<file path="src/rtl/multicycle_ctrl.sv">
`default_nettype none
// ============================================================================
// Module      : multicycle_ctrl
// Description : Control FSM for a five-phase multicycle MIPS-subset datapath
//               (R add/sub, lw, sw, beq, j). Phases IF/ID/EX/MEM/WB are
//               presented one-hot. Op/IRFunc are captured in ID, and later
//               phases use only the captured copy.
//               Optional macro CTRL_ILLEGAL_TRAP_EN: an illegal instruction
//               enters a sticky TRAP state. Without the macro, an illegal
//               instruction retires as a two-cycle NOP.
// Revision    : 1.0 - initial release
// ============================================================================
module multicycle_ctrl (
    input  logic       clk,
    input  logic       clr,
    input  logic [5:0] Op,
    input  logic [5:0] IRFunc,
    input  logic       Zero,
    input  logic       MemRdy,
    output logic       P0,
    output logic       P1,
    output logic       P2,
    output logic       P3,
    output logic       P4,
    output logic       P,
    output logic [5:0] Func,
    output logic       PCWr,
    output logic       IRWr,
    output logic       RegWr,
    output logic       MemRd,
    output logic       MemWr,
    output logic       RegDst,
    output logic       MemToReg,
    output logic [1:0] ALUSrcB,
    output logic [1:0] PCSrc,
    output logic       Trap
);

    localparam logic [5:0] c_OP_R    = 6'b000000;
    localparam logic [5:0] c_OP_LW   = 6'b100011;
    localparam logic [5:0] c_OP_SW   = 6'b101011;
    localparam logic [5:0] c_OP_BEQ  = 6'b000100;
    localparam logic [5:0] c_OP_J    = 6'b000010;
    localparam logic [5:0] c_FN_ADD  = 6'b100000;
    localparam logic [5:0] c_FN_SUB  = 6'b100010;

`ifdef CTRL_ILLEGAL_TRAP_EN
    typedef enum logic [2:0] {S_IF, S_ID, S_EX, S_MEM, S_WB, S_TRAP} state_t;
`else
    typedef enum logic [2:0] {S_IF, S_ID, S_EX, S_MEM, S_WB} state_t;
`endif

    state_t     r_state;
    state_t     w_next;
    logic [5:0] r_op;
    logic [5:0] r_func;

    // Live decode, used only in ID to pick the transition
    logic w_id_rtype, w_id_legal, w_id_j;
    // Decode of the captured instruction, used in EX/MEM/WB
    logic w_is_r, w_is_lw, w_is_sw, w_is_beq;

    // Raw strobes before reset gating
    logic w_pcwr, w_irwr, w_regwr, w_memwr, w_p, w_trap;

    assign w_id_rtype = (Op == c_OP_R) && ((IRFunc == c_FN_ADD) || (IRFunc == c_FN_SUB));
    assign w_id_j     = (Op == c_OP_J);
    assign w_id_legal = w_id_rtype || w_id_j || (Op == c_OP_LW) ||
                        (Op == c_OP_SW) || (Op == c_OP_BEQ);

    assign w_is_r   = (r_op == c_OP_R);
    assign w_is_lw  = (r_op == c_OP_LW);
    assign w_is_sw  = (r_op == c_OP_SW);
    assign w_is_beq = (r_op == c_OP_BEQ);

    // State register and instruction-field capture; clr wins over everything
    always_ff @(posedge clk) begin
        if (clr) begin
            r_state <= S_IF;
            r_op    <= 6'b000000;
            r_func  <= 6'b000000;
        end else begin
            r_state <= w_next;
            if (r_state == S_ID) begin
                r_op   <= Op;
                r_func <= IRFunc;
            end
        end
    end

    // Next-state and datapath control decode
    always_comb begin
        w_next   = r_state;
        w_p      = 1'b0;
        w_trap   = 1'b0;
        Func     = c_FN_ADD;
        w_pcwr   = 1'b0;
        w_irwr   = 1'b0;
        w_regwr  = 1'b0;
        MemRd    = 1'b0;
        w_memwr  = 1'b0;
        RegDst   = 1'b0;
        MemToReg = 1'b0;
        ALUSrcB  = 2'b00;
        PCSrc    = 2'b00;
        case (r_state)
            S_IF: begin
                MemRd   = 1'b1;
                ALUSrcB = 2'b01;
                if (MemRdy) begin
                    w_irwr = 1'b1;
                    w_pcwr = 1'b1;
                    w_next = S_ID;
                end
            end
            S_ID: begin
                // Branch target is precomputed here while decoding
                ALUSrcB = 2'b10;
                if (w_id_j) begin
                    w_pcwr = 1'b1;
                    PCSrc  = 2'b10;
                    w_p    = 1'b1;
                    w_next = S_IF;
                end else if (w_id_legal) begin
                    w_next = S_EX;
                end else begin
`ifdef CTRL_ILLEGAL_TRAP_EN
                    w_next = S_TRAP;
`else
                    w_p    = 1'b1;
                    w_next = S_IF;
`endif
                end
            end
            S_EX: begin
                if (w_is_r) begin
                    Func   = r_func;
                    w_next = S_WB;
                end else if (w_is_beq) begin
                    Func   = c_FN_SUB;
                    PCSrc  = 2'b01;
                    w_pcwr = Zero;
                    w_p    = 1'b1;
                    w_next = S_IF;
                end else begin
                    ALUSrcB = 2'b10;
                    w_next  = S_MEM;
                end
            end
            S_MEM: begin
                MemRd   = w_is_lw;
                w_memwr = w_is_sw;
                if (MemRdy) begin
                    w_p    = w_is_sw;
                    w_next = w_is_lw ? S_WB : S_IF;
                end
            end
            S_WB: begin
                w_regwr  = 1'b1;
                RegDst   = w_is_r;
                MemToReg = w_is_lw;
                w_p      = 1'b1;
                w_next   = S_IF;
            end
`ifdef CTRL_ILLEGAL_TRAP_EN
            S_TRAP: begin
                w_trap = 1'b1;
            end
`endif
            default: begin
                w_next = S_IF;
            end
        endcase
    end

    // An edge with clr high must not commit any write of the interrupted instruction
    assign PCWr  = w_pcwr  & ~clr;
    assign IRWr  = w_irwr  & ~clr;
    assign RegWr = w_regwr & ~clr;
    assign MemWr = w_memwr & ~clr;
    assign P     = w_p     & ~clr;
    assign Trap  = w_trap  & ~clr;

    assign P0 = (r_state == S_IF);
    assign P1 = (r_state == S_ID);
    assign P2 = (r_state == S_EX);
    assign P3 = (r_state == S_MEM);
    assign P4 = (r_state == S_WB);

endmodule
`default_nettype wire

</file>
<file path="config.mk">
export PLATFORM = sky130hd
export DESIGN_NAME = multicycle_ctrl
export DESIGN_NICKNAME = d
export VERILOG_FILES = /design/src/rtl/multicycle_ctrl.sv
export SDC_FILE = /design/constraint.sdc
export NUM_CORES = 1
export LEC_CHECK = 0
export CORE_UTILIZATION = 30
export DETAILED_ROUTE_END_ITERATION = 10
export PLACE_DENSITY = 0.6
export SYNTH_ARGS = -nofsm -noshare
export SYNTH_HDL_FRONTEND = slang
export SYNTH_SLANG_ARGS = --single-unit
</file>
<file path="constraint.sdc">
create_clock -name clk -period 1.6 [get_ports clk]
set_input_delay 0.24 -clock clk [delete_from_list [all_inputs] [get_ports clk]]
set_output_delay 0.24 -clock clk [all_outputs]
set_load 0.005 [all_outputs]
</file>
# Word level (Yosys, flattened, before mapping)

Cells that the tools add are included.

Bits in registers: 15
Bits in latches: 0
Bits in writable memories: 0
Bits in read-only memories: 0
Memories kept: 0

Add/subtract/negate cells: 0
Multipliers: 0
Div/mod/pow operators: 0
$lt $le $gt $ge: 0
Equal/unequal tests: 15
Shift operators: 0
Mux-type cells: 35
Bitwise logic cells: 6
Reduce and logical (&&, ||, !) cells: 10

Operators with widths:

| cell                                                 | number |
|---|---|
| equality test 6 bit (second input constant)          | 6 |
| 2-to-1 mux 1 bit                                     | 16 |
| 2-to-1 mux 2 bit                                     | 7 |
| equality test 6 x 3 -> 1 bit (second input constant) | 2 |
| zero test 6 bit                                      | 2 |
| 2-to-1 mux 3 bit                                     | 4 |
| 2-to-1 mux 6 bit                                     | 2 |
| one-hot mux 3 bit (4 select lines)                   | 1 |
| equality test 3 x 2 -> 1 bit (second input constant) | 2 |
| equality test 6 x 2 -> 1 bit (second input constant) | 1 |
| one-hot mux 2 bit (3 select lines)                   | 1 |
| AND 1 bit                                            | 5 |
| logical OR 1 bit                                     | 5 |
| inequality test 2 bit (second input constant)        | 2 |
| one-hot mux 1 bit (4 select lines)                   | 1 |
| one-hot mux 2 bit (2 select lines)                   | 1 |
| equality test 3 x 1 -> 1 bit (second input constant) | 1 |
| equality test 3 bit (second input constant)          | 1 |
| zero test 3 bit                                      | 1 |
| one-hot mux 1 bit (3 select lines)                   | 1 |
| one-hot mux 1 bit (2 select lines)                   | 1 |
| AND reduction 2 bit                                  | 1 |
| logical AND 1 bit                                    | 1 |
| inverter 1 bit                                       | 1 |

# Logic depth before layout (Yosys ltp)

Gate-level depths: netlist (run 1).

Depth after elaboration: 11
Gate-level depth with buffers: 7

# Least setup slack after synthesis (run 1)

No wires, ideal clock.

Path kind: register -> output
Start point: register r_op[0]
End point: output port PCWr
Data arrival time: 1.617 ns
Slack: -0.257 ns
Stages on the path, launching flop included: 5
Cell sequence: dfxtp_1 or4_4 nor4b_4 a221oi_2 a2111oi_2

Word-level cells in the longest chain between the ends: 5

Ends and longest elaborated chain:

| item                                 | RTL line | source |
|---|---|---|
| start, declared                      | 55       | `logic [5:0] r_op;` |
| start signal, assigned               | 85       | `r_op <= Op;` |
| equality test 6 x 3 -> 1 bit         | 74       | `assign w_is_beq = (r_op == c_OP_BEQ);` |
| 2-to-1 mux 1 bit                     | 139      | `end else if (w_is_beq) begin` |
| 2-to-1 mux 1 bit *                   | 136      | `if (w_is_r) begin` |
| one-hot mux 1 bit (3 select lines) * | 106      | `case (r_state)` |
| AND 1 bit *                          | 177      | `assign PCWr = w_pcwr & ~clr;` |
| end, declared                        | 27       | `output logic PCWr,` |

Every way passes the cells marked *; elsewhere a longest branch is shown, timed or not.

# Final worst setup path (run 1)

Ends and elaborated chain as after synthesis.

==> results.ini, run 1 <==
[run_status]
status=finished with violations
violations=setup timing

[synth]
async_flop_share_pct=0
muxShareOfSynthArea_pct=0
avgSynthCellArea_um2=7.60
synth_compound_area_share_pct=19.5
synth_seq_cells=15
yosys_warnings=0
synth_xor_area_share_pct=0
synth-seq-area-share_pct=31.4
synth_top_family_by_area=simple AND/OR/NAND/NOR gates
synth_edf_count=0
synthCells=126
synth_ff_type=dfxtp_1
synth_fp_nets=142
yosys.area_share.simple_pct=40.4
synth_area_um2=957
synth.distinct_cells=39
synth_fa_ha_area_share_pct=0

[floorplanning]
core_um2=3030
fp.dieH_um=58.5
fp.dieW_um=58.5
initial_core_util_pct=31.6
rows=20
dieArea_um2=3420
ios=40

[timing]
hold_violations=0
timing.hold.ws_ns=0.347
slew_viol_final=0
rsz0062_at_grt=yes
fin_skew_ns=0.00160
fin_crit_sh_pct=150
max_freq_mhz=416
setup_slack_ns=-0.804
setup_viol=23
period_minus_slack_ns=2.40

[global_route]
grt_pass1_wl_um=5940
grt_usage_pct=23.1
antenna_found_initial=0
grt_pass1_vias=1324
grt_overflow=0
grt_max_degree=14

[critical_path]
startpoint_type=register
crit_slowest_cell=or4_4
crit_path_max_fanout=3
path_class=register to output pin
end_kind=output pin
worstPathRequired_ns=1.36
crit_arrival_ns=2.16
slowest_delay_ns=0.57
path_cells=or4_4, nor4b_4, buf_4, a221oi_2, a2111oi_2, buf_2

[clocking]
cts.sinks=15
clkLatencyLatePin_ns=0.28
hold_buffers=0
cts_max_level=1
cts_buffers=3
clk_pin_slew_ns=0.09
cts_buffer_depth=2
cts_tree=yes
clock-root-buffer=clkbuf_4

[finish]
final_common_cell=buf_6
drive_above_1_share_pct=61.4
fill_cells=226
diodes=0
syn2layout_area_growth_pct=116
postLayoutCoreUtil_pct=68.4
fin_nets=240
layout_common_cells=buf_6, buf_4, nand2_1

[hold_path]
hold_class=input port to register

[power]
p_sw_uw=286
seqPwrFrac_pct=40.7
power_uw=982
powerDensity_nw_per_um2=474
ir_drop_uv=368
leakage_uw=0.000930
intPower_uw=696
power.clock.fraction_pct=22.7
p_sw_share_pct=29.1
pwr-share-comb_pct=36.6

[place]
hpwl_um=2270
port_buffers=38
gp_congestion=0.830

[routing]
drc=0
vias=1286
antenna_left=0
viasPerCell=4.82
wire_per_inst_um=14.8
drt_iter0_markers=58
drt_first_pass_iters=4
drt-total-wl_um=3950

[flow_run]
maxCapViolations=0

## routing by layer
layer | share of wire, % | up-vias | track usage (%)
met4 | 1.6 | 0 | 12.6
met5 | 0 | - | 0
met1 | 41 | 615 | 26.1
met3 | 3.0 | 6 | 1.76
li1 | - | 630 | -
met2 | 54 | 35 | 42.7
## power by group through the flow
| stage | Sequential, uW | Clock, uW | Combinational [uW] |
|---|---|---|---|
| 3_5_place_dp | 408 | 0 | 233 |
| 2_1_floorplan | 407 | 0 | 98.6 |
| 3_3_place_gp | 407 | 0 | 229 |
| 6_report | 400 | 223 | 360 |
| 5_1_grt | 402 | 248 | 383 |
| 4_1_cts | 398 | 226 | 301 |
## kinds of logic after synthesis
| family | Yosys count |
|---|---|
| other cells | 1 |
| flops | 15 |
| buf+inv | 15 |
| compound gates | 28 |
| simple gates | 67 |
## critical path: cells and delay by family (launching register included)
family,cells,cell delay (ns)
flops,1,0.33
buf+inv,2,0.36
simple gates,2,0.92
compound gates,2,0.28
## state kept, by name, indices dropped and copies added (netlist names)
name	flops
r_func	6
r_op	6
r_state	3
## stage by stage
step	area, um2	cells	setup TNS, ns	setup slack [ns]
detailed placement	1580	231	-9.98	-0.894
global route	2070	267	-10.63	-0.902
floorplan	958	126	-0.429	-0.217
global placement	1580	231	-9.70	-0.905
finish	2070	267	-9.09	-0.804
CTS	1970	265	-7.97	-0.696
## final timing paths
| path | slack, ns | depth (start not counted) | startpoint | to |
|---|---|---|---|---|
| worst max-delay path | -0.80 | 6 | r_op[0]$_SDFFE_PP0P_ | PCWr |
| worst min-delay path | 0.35 | 3 | Op[3] | r_op[3]$_SDFFE_PP0P_ |
| worst max register to register | -0.51 | 8 | r_op[0]$_SDFFE_PP0P_ | r_state[2]$_SDFFE_PP0P_ |
| worst min register to register | 0.46 | 2 | r_func[3]$_SDFFE_PP0P_ | r_func[3]$_SDFFE_PP0P_ |
## layout make-up
cell class                 count  area [um2]  area share (%)
timing repair buffer         103         945            45.6
tap                           44        55.1            2.66
multi-input combinational     96         708            34.2
sequential                    15         314            15.2
inverter                       5        23.8            1.15
clock buffer                   4        26.3            1.27
## synth_stat cells, types with 2 or more instances
| master | count | area, um2 |
|---|---|---|
| a211o_1 | 2 | 17.5 |
| a21oi_1 | 14 | 70.1 |
| and2_1 | 4 | 25.0 |
| buf_4 | 2 | 15.0 |
| buf_6 | 2 | 22.5 |
| clkbuf_1 | 5 | 18.8 |
| dfxtp_1 | 15 | 300 |
| inv_1 | 5 | 18.8 |
| nand2_1 | 28 | 105 |
| nand2b_1 | 2 | 12.5 |
| nand3b_1 | 2 | 15.0 |
| nand4_1 | 2 | 12.5 |
| nor2_1 | 9 | 33.8 |
| nor3_1 | 4 | 20.0 |
| o21ai_0 | 3 | 15.0 |
| or3_1 | 2 | 12.5 |
| or3b_1 | 3 | 26.3 |
## repair_timing
action | CTS | global route
endpoints found under the hold margin | 0 | 0
setup endpoints to repair | 25 | 38
buffers inserted | 33 | 14
resized for setup | 159 | 39
gates cloned | 0 | 0
pin swaps | 21 | 17
No activity file was read; power rests on OpenSTA's default activity.
==> run 2: changes to the inputs <==
--- a/config.mk
+++ b/config.mk
@@ -7,5 +7,6 @@
 export LEC_CHECK = 0
-export CORE_UTILIZATION = 30
+export CAP_MARGIN = 20
+export CORE_UTILIZATION = 38
 export DETAILED_ROUTE_END_ITERATION = 10
-export PLACE_DENSITY = 0.6
+export PLACE_DENSITY = 0.73
 export SYNTH_ARGS = -nofsm -noshare
--- a/constraint.sdc
+++ b/constraint.sdc
@@ -3,2 +3,2 @@
 set_output_delay 0.24 -clock clk [all_outputs]
-set_load 0.005 [all_outputs]
+set_load 0.1 [all_outputs]
==> run 2 against run 1 <==
  * The run still ends with setup timing left
  * Clock power up 7%
  * Via count increased by 22%
  * Wire length is 50% higher
  * Clock-buffer cell count did not move
  * Non-clock buffer count shrank 18
  * First-iteration DRC count grew 140%
  * Fmax fell by 8.9%
  * Combinational power rose by 39%
  * Utilization rose by 29 points
  * Critical path type unchanged
  * Critical endpoint is now P
  * Highest routed layer unchanged
==> results.ini, run 2 (synthesis gave the netlist of run 1 again) <==
[place]
placed_area_um2=1910  ; +21%
gp_congestion=0.805  ; -3.1%
port_buffers=38  ; unchanged
hpwl_um=2590  ; +14%
dp.cells=215  ; -6.9%

[critical_path]
r2r-start=r_op[0]$_SDFFE_PP0P_
startpoint_type=register
worstPathRequired_ns=1.36  ; about the same
end_kind=output pin
crit_path_max_fanout=4  ; +1
reg2reg_to=r_state[2]$_SDFFE_PP0P_
rrSetupSlack_ns=-0.62  ; -0.11 ns
path_class=register to output pin
crit_arrival_ns=2.40  ; +0.24 ns
reg2reg_depth=8  ; unchanged

[global_route]
grt_pass1_vias=1326  ; +0.15%
antenna_found_initial=0  ; unchanged
grt_max_degree=17  ; +3
grt_overflow=0  ; unchanged
grt_usage_pct=31.6  ; +8.5 points
grt_pass1_wl_um=6100  ; +2.7%

[clocking]
cts_tree=yes
cts_buffer_depth=2  ; unchanged
clk_pin_slew_ns=0.10  ; about the same
cts_buffers=3  ; unchanged
cts_max_level=1  ; unchanged
clock-root-buffer=clkbuf_4
cts.sinks=15  ; unchanged
clkLatencyLatePin_ns=0.29  ; about the same

[power]
power.clock.fraction_pct=20.9  ; -1.8 points
p_sw_uw=449  ; +57%
ir_drop_uv=707  ; +92%
pwr-share-comb_pct=43.7  ; +7.1 points
intPower_uw=697  ; +0.19%
seqPwrFrac_pct=35.4  ; -5.3 points
power_uw=1150  ; +17%
leakage_uw=0.000929  ; -0.11%
powerDensity_nw_per_um2=513  ; +8.2%
p_sw_share_pct=39.2  ; +10 points

[finish]
postLayoutCoreUtil_pct=97.3  ; +29 points
final_area_um2=2230  ; +7.8%
syn2layout_area_growth_pct=133
fin_cells=233  ; -13%
layout_common_cells=buf_4, nand2_1, buf_12
final_common_cell=buf_4
fill_cells=39  ; -83%
diodes=0  ; unchanged
reg.largest.list=r_func (6), r_op (6), r_state (3)
drive_above_1_share_pct=58.5  ; -2.9 points
fin_nets=222  ; -7.5%

[routing]
viasPerCell=6.71  ; +39%
drt_iter0_markers=137  ; +140%
wl_met1_um=1900  ; +16%
wire_per_inst_um=25.4  ; +72%
vias=1563  ; +22%
met2_length_um=2710  ; +28%
drt_first_pass_iters=8  ; +4
drt-total-wl_um=5930  ; +50%
maxUsedRoutingLayer=met4
antenna_left=0  ; unchanged
drc=0  ; unchanged
dr_wl_met3_um=708  ; +500%

[timing]
period_minus_slack_ns=2.64  ; +0.234 ns
hold_violations=0  ; unchanged
slew_viol_final=0  ; unchanged
fin_skew_ns=0.00212  ; +0.000520 ns
final.setup.tns_ns=-13.92  ; -4.83 ns
max_freq_mhz=379  ; -8.9%
setup_viol=31  ; +35%
setup_slack_ns=-1.04  ; -0.234 ns
rsz0062_at_grt=yes
fin_crit_sh_pct=165  ; +15 points

[floorplanning]
core_um2=2300  ; -24%
fp.dieH_um=52.2  ; -11%
dieArea_um2=2720  ; -20%
rows=17  ; -15%
ios=40  ; unchanged
initial_core_util_pct=41.7  ; +10 points
fp.dieW_um=52.2  ; -11%

[hold_path]
hold_path_depth=3  ; unchanged
hold_path_end=r_op[3]$_SDFFE_PP0P_
hold_class=input port to register
min_from=Op[3]

[flow_run]
maxCapViolations=0  ; unchanged

[run_status]
violations=setup timing
status=finished with violations

-- run 2: cell types whose count changed in the layout (fill, tap and decap cells not counted), moves of 3 or more --
cell,before,now
dlymetal6s2s_1,0,3
buf_6,42,15
buf_12,0,24
buf_4,34,30
buf_2,10,0
-- run 2: power by group through the flow --
stage | Combinational, uW | Clock, uW | Sequential (uW)
6_report | 501 | 239 | 406
5_1_grt | 507 | 248 | 405
4_1_cts | 424 | 223 | 401
3_5_place_dp | 394 | 0 | 409
3_3_place_gp | 386 | 0 | 407
2_1_floorplan | 230 | 0 | 411
-- run 2: critical path: stages, from the launching register on --
cell       delay (ns)
dfxtp_2          0.34
or4_4            0.56
nor4b_4          0.41
o21ba_1          0.21
o211ai_1         0.31
clkbuf_16        0.27
-- run 2: metal layers --
metal	global-route usage (%)	vias to the layer above
met5	0	-
met4	21.1	0
met3	6.67	77
met2	59.2	188
met1	30.5	703
li1	-	595
-- run 2: metrics by stage --
stage / hold WS (ns) / setup WS, ns
after floorplan: 0.368 / -2.38
after global placement: 0.442 / -0.694
after detailed placement: 0.454 / -0.765
after CTS: 0.450 / -0.902
after global routing: 0.341 / -1.07
final: 0.291 / -1.04
-- run 2: area by class of cell --
| cell class | count | area [um2] | area share (%) |
|---|---|---|---|
| timing repair buffer | 85 | 1060 | 47.3 |
| multi-input combinational | 96 | 767 | 34.3 |
| sequential | 15 | 313 | 14.0 |
| inverter | 5 | 37.5 | 1.68 |
| tap | 28 | 35.0 | 1.57 |
| clock buffer | 4 | 26.3 | 1.18 |
-- run 2: worst max path at each step --
stage                         start  depth (start not counted)    to  slack (ns)
2_1_floorplan  r_op[0]$_SDFFE_PP0P_                          4     P       -2.38
3_3_place_gp                  Op[0]                          6  PCWr       -0.69
3_5_place_dp                  Op[0]                          6  PCWr       -0.77
4_1_cts        r_op[0]$_SDFFE_PP0P_                          5  PCWr       -0.90
5_1_grt        r_op[0]$_SDFFE_PP0P_                          5     P       -1.07
6_report       r_op[0]$_SDFFE_PP0P_                          5     P       -1.04
-- run 2: timing repair --
| item | CTS | global route |
|---|---|---|
| resized for setup | 29 | 28 |
| setup endpoints to repair | 24 | 26 |
| buffers inserted | 6 | 10 |
| pin swaps | 9 | 11 |
| cloned | 0 | 0 |
| hold buffers | 0 | 0 |
==> run 3: changes to the inputs <==
Settings changed: CORE_ASPECT_RATIO set to 1.5.
==> run 3 against run 2 <==
  * The flow now stops in 5_1_grt
  * Synthesized cell count stayed put
  * Area after synthesis stayed put
==> results.ini, run 3 <==
[synth]
yosys_warnings=0  ; unchanged
synth_largest_area_cell=dfxtp_1
synth_seq_cells=15  ; unchanged
synth.area.top_cells=dfxtp_1, nand2_1, a21oi_1
synth_ff_type=dfxtp_1
yosysTopAreaCellShare_pct=31.4  ; unchanged
yosysMostFrequentCell=nand2_1
synth_fp_nets=142  ; unchanged
synth-seq-area-share_pct=31.4  ; unchanged
synth_area_um2=957  ; unchanged
synth_edf_count=0  ; unchanged
async_flop_share_pct=0  ; unchanged
synthCells=126  ; unchanged
synth.distinct_cells=39  ; unchanged
avgSynthCellArea_um2=7.60  ; unchanged
synthTopCellsByCount=nand2_1, dfxtp_1, a21oi_1, nor2_1

[clocking]
clock-root-buffer=clkbuf_4
cts_max_level=1  ; unchanged
cts.sinks=15  ; unchanged
cts_buffer_depth=2  ; unchanged
cts_buffers=3  ; unchanged
hold_buffers=0  ; unchanged

[run_status]
status=stopped before the end
lastStage=5_1_grt
firstError=[ERROR DPL-0033] detailed placement checks failed during check placement.

[global_route]
antenna_found_initial=0
grt_max_degree=17

[floorplanning]
fp.dieW_um=43.0  ; -18%
rows=21  ; +4
initial_core_util_pct=41.4  ; -0.27 points
ios=40  ; unchanged
fp.dieH_um=63.5  ; +22%

[timing]
worst-ep-kind=top-level output
worst_endpoint=PCWr

[place]
hpwl_um=2520  ; -2.9%
dp.cells=209  ; -2.8%
port_buffers=38  ; unchanged
gp_congestion=0.798  ; -0.89%

-- run 3: metrics by stage --
| step | util (%) | worst slack, ns | cell area (um2) | TNS (ns) |
|---|---|---|---|---|
| 2_1_floorplan | - | -2.38 | 1120 | -10.82 |
| 3_3_place_gp | 82.1 | -0.674 | 1900 | -4.90 |
| 3_5_place_dp | 82.1 | -0.714 | 1900 | -5.24 |
| 4_1_cts | 89.7 | -0.827 | 2070 | -9.38 |
-- run 3: logic make-up after synthesis --
group | after synthesis | share of synthesized area (%)
AND/OR/NAND/NOR | 67 | 40.4
other | 1 | 0.392
flip-flops | 15 | 31.4
buffers and inverters | 15 | 8.37
AO/OA/AOI/OAI | 28 | 19.5
-- run 3: repair_timing --
| item | CTS |
|---|---|
| buffers inserted | 6 |
| endpoints found under the setup margin | 23 |
| hold endpoints to repair | 0 |
| pin swaps | 13 |
| resized for setup | 41 |
==> run 4: changes to the inputs <==
Settings changed: CORE_AREA set to 2 2 63 65, CORE_ASPECT_RATIO 1.5 to unset, CORE_UTILIZATION 38 to unset, DIE_AREA set to 0 0 65 67, PLACE_DENSITY 0.73 to unset, PLACE_DENSITY_LB_ADDON set to 0.15.
Clock period 1.6 ns to 2.1 ns, I/O delays scaled along.
==> run 4 against run 3 <==
  * The flow now finishes, with violations (setup timing)
==> results.ini, run 4 (synthesis gave the netlist of run 1 again) <==
[global_route]
grt_usage_pct=15.3
grt_pass1_vias=1117
grt_max_degree=17
grt_pass1_wl_um=5150
grt_overflow=0
antenna_found_initial=0

[critical_path]
worstPathRequired_ns=1.78
rrSetupSlack_ns=0.08
path_cells=or4_4, nor4b_4, buf_4, a221oi_2, a2111oi_4, buf_12
path_buf_inv=2
crit_path_max_fanout=2
end_kind=output pin
startpoint_type=register
crit_slowest_cell=or4_4
path_class=register to output pin
slowest_delay_ns=0.55
critPathTopFamily=simple AND/OR/NAND/NOR gates
crit_arrival_ns=2.12

[clocking]
clk_pin_slew_ns=0.06
clkLatencyLatePin_ns=0.24
hold_buffers=0  ; unchanged
cts_buffer_depth=2  ; unchanged
clock-root-buffer=clkbuf_8
cts.sinks=15  ; unchanged
cts_buffers=3  ; unchanged
cts_max_level=1  ; unchanged
cts_tree=yes

[finish]
layout_common_cells=buf_4, nand2_1, buf_12
fin_nets=204
diodes=0
reg.largest.list=r_func (6), r_op (6), r_state (3)
drive_above_1_share_pct=43.9
final_common_cell=buf_4
syn2layout_area_growth_pct=104

[run_status]
violations=setup timing
status=finished with violations

[floorplanning]
rows=22  ; +4.8%
dieArea_um2=4360
core_um2=3610
initial_core_util_pct=26.5  ; -15 points
fp.dieH_um=67  ; +5.6%
fp.dieW_um=65  ; +51%
ios=40  ; unchanged

[routing]
antenna_left=0
drt_iter0_markers=34
vias=1113
viasPerCell=4.74
drt_first_pass_iters=4
wire_per_inst_um=12.9
drt-total-wl_um=3030
drc=0

[place]
gp_congestion=0.766  ; -3.9%
hpwl_um=2420  ; -3.7%
port_buffers=38  ; unchanged
dpl_worst_slack_ns=-0.354  ; +0.360 ns

[timing]
setup_viol=11
fin_skew_ns=0.000772
fin_crit_sh_pct=116
period_minus_slack_ns=2.44
max_freq_mhz=410
slew_viol_final=0
rsz0062_at_grt=yes
setup_slack_ns=-0.340
hold_violations=0

[power]
leakage_uw=0.000796
ir_drop_uv=387
power_uw=837
powerDensity_nw_per_um2=428

[flow_run]
maxCapViolations=0

[hold_path]
hold_class=input port to register

## run 4: layout make-up
type | instances | area, um2
well taps | 48 | 60.1
clock buffers | 4 | 45.0
fillers | 333 | 1650
flip-flops and latches | 15 | 303
inverters | 5 | 22.5
repair buffers | 67 | 848
multi-input cells | 96 | 676
## run 4: through the flow
stage	utilization (%)	instances	cell area, um2	hold WS [ns]	setup TNS (ns)
floorplan	-	126	1040	0.432	-6.20
global placement	51.1	229	1840	0.441	-0.742
detailed placement	51.1	229	1840	0.443	-0.739
CTS	53.5	235	1930	0.457	-2.14
global route	54.2	235	1950	0.382	-3.34
finish	54.2	235	1950	0.369	-2.57
## run 4: per-layer routing
layer / wire, um / track usage [%] / up-vias
li1: - / - / 555
met3: 250 / 4.39 / 4
met1: 1260 / 17.9 / 515
met4: 34 / 4.79 / 0
met2: 1490 / 26.9 / 39
met5: 0 / 0 / -
## run 4: repair_timing
action,4_1_cts,5_1_grt
resized for setup,10,9
endpoints found under the setup margin,12,13
gates cloned,0,0
pin swaps,5,3
buffers inserted,2,1
endpoints found under the hold margin,0,0
## run 4: path summary, 6_finish.rpt
| path | startpoint | cells after the start | to |
|---|---|---|---|
| setup / recovery | r_op[5]$_SDFFE_PP0P_ | 6 | PCWr |
| hold / removal | Op[3] | 3 | r_op[3]$_SDFFE_PP0P_ |
| setup reg to reg | r_op[5]$_SDFFE_PP0P_ | 7 | r_state[2]$_SDFFE_PP0P_ |
| hold reg to reg | r_func[2]$_SDFFE_PP0P_ | 2 | r_func[2]$_SDFFE_PP0P_ |
## run 4: report_power, final
part	internal, uW	switching [uW]	total (uW)
combinational	130	169	299
clock	134	97.9	232
sequential	297	8.39	306
total	562	275	837
## run 4: tightest hold or removal path, cell delays in order
cell	delay, ns
dlymetal6s2s_1	0.13
nand2_1	0.06
a21oi_1	0.05
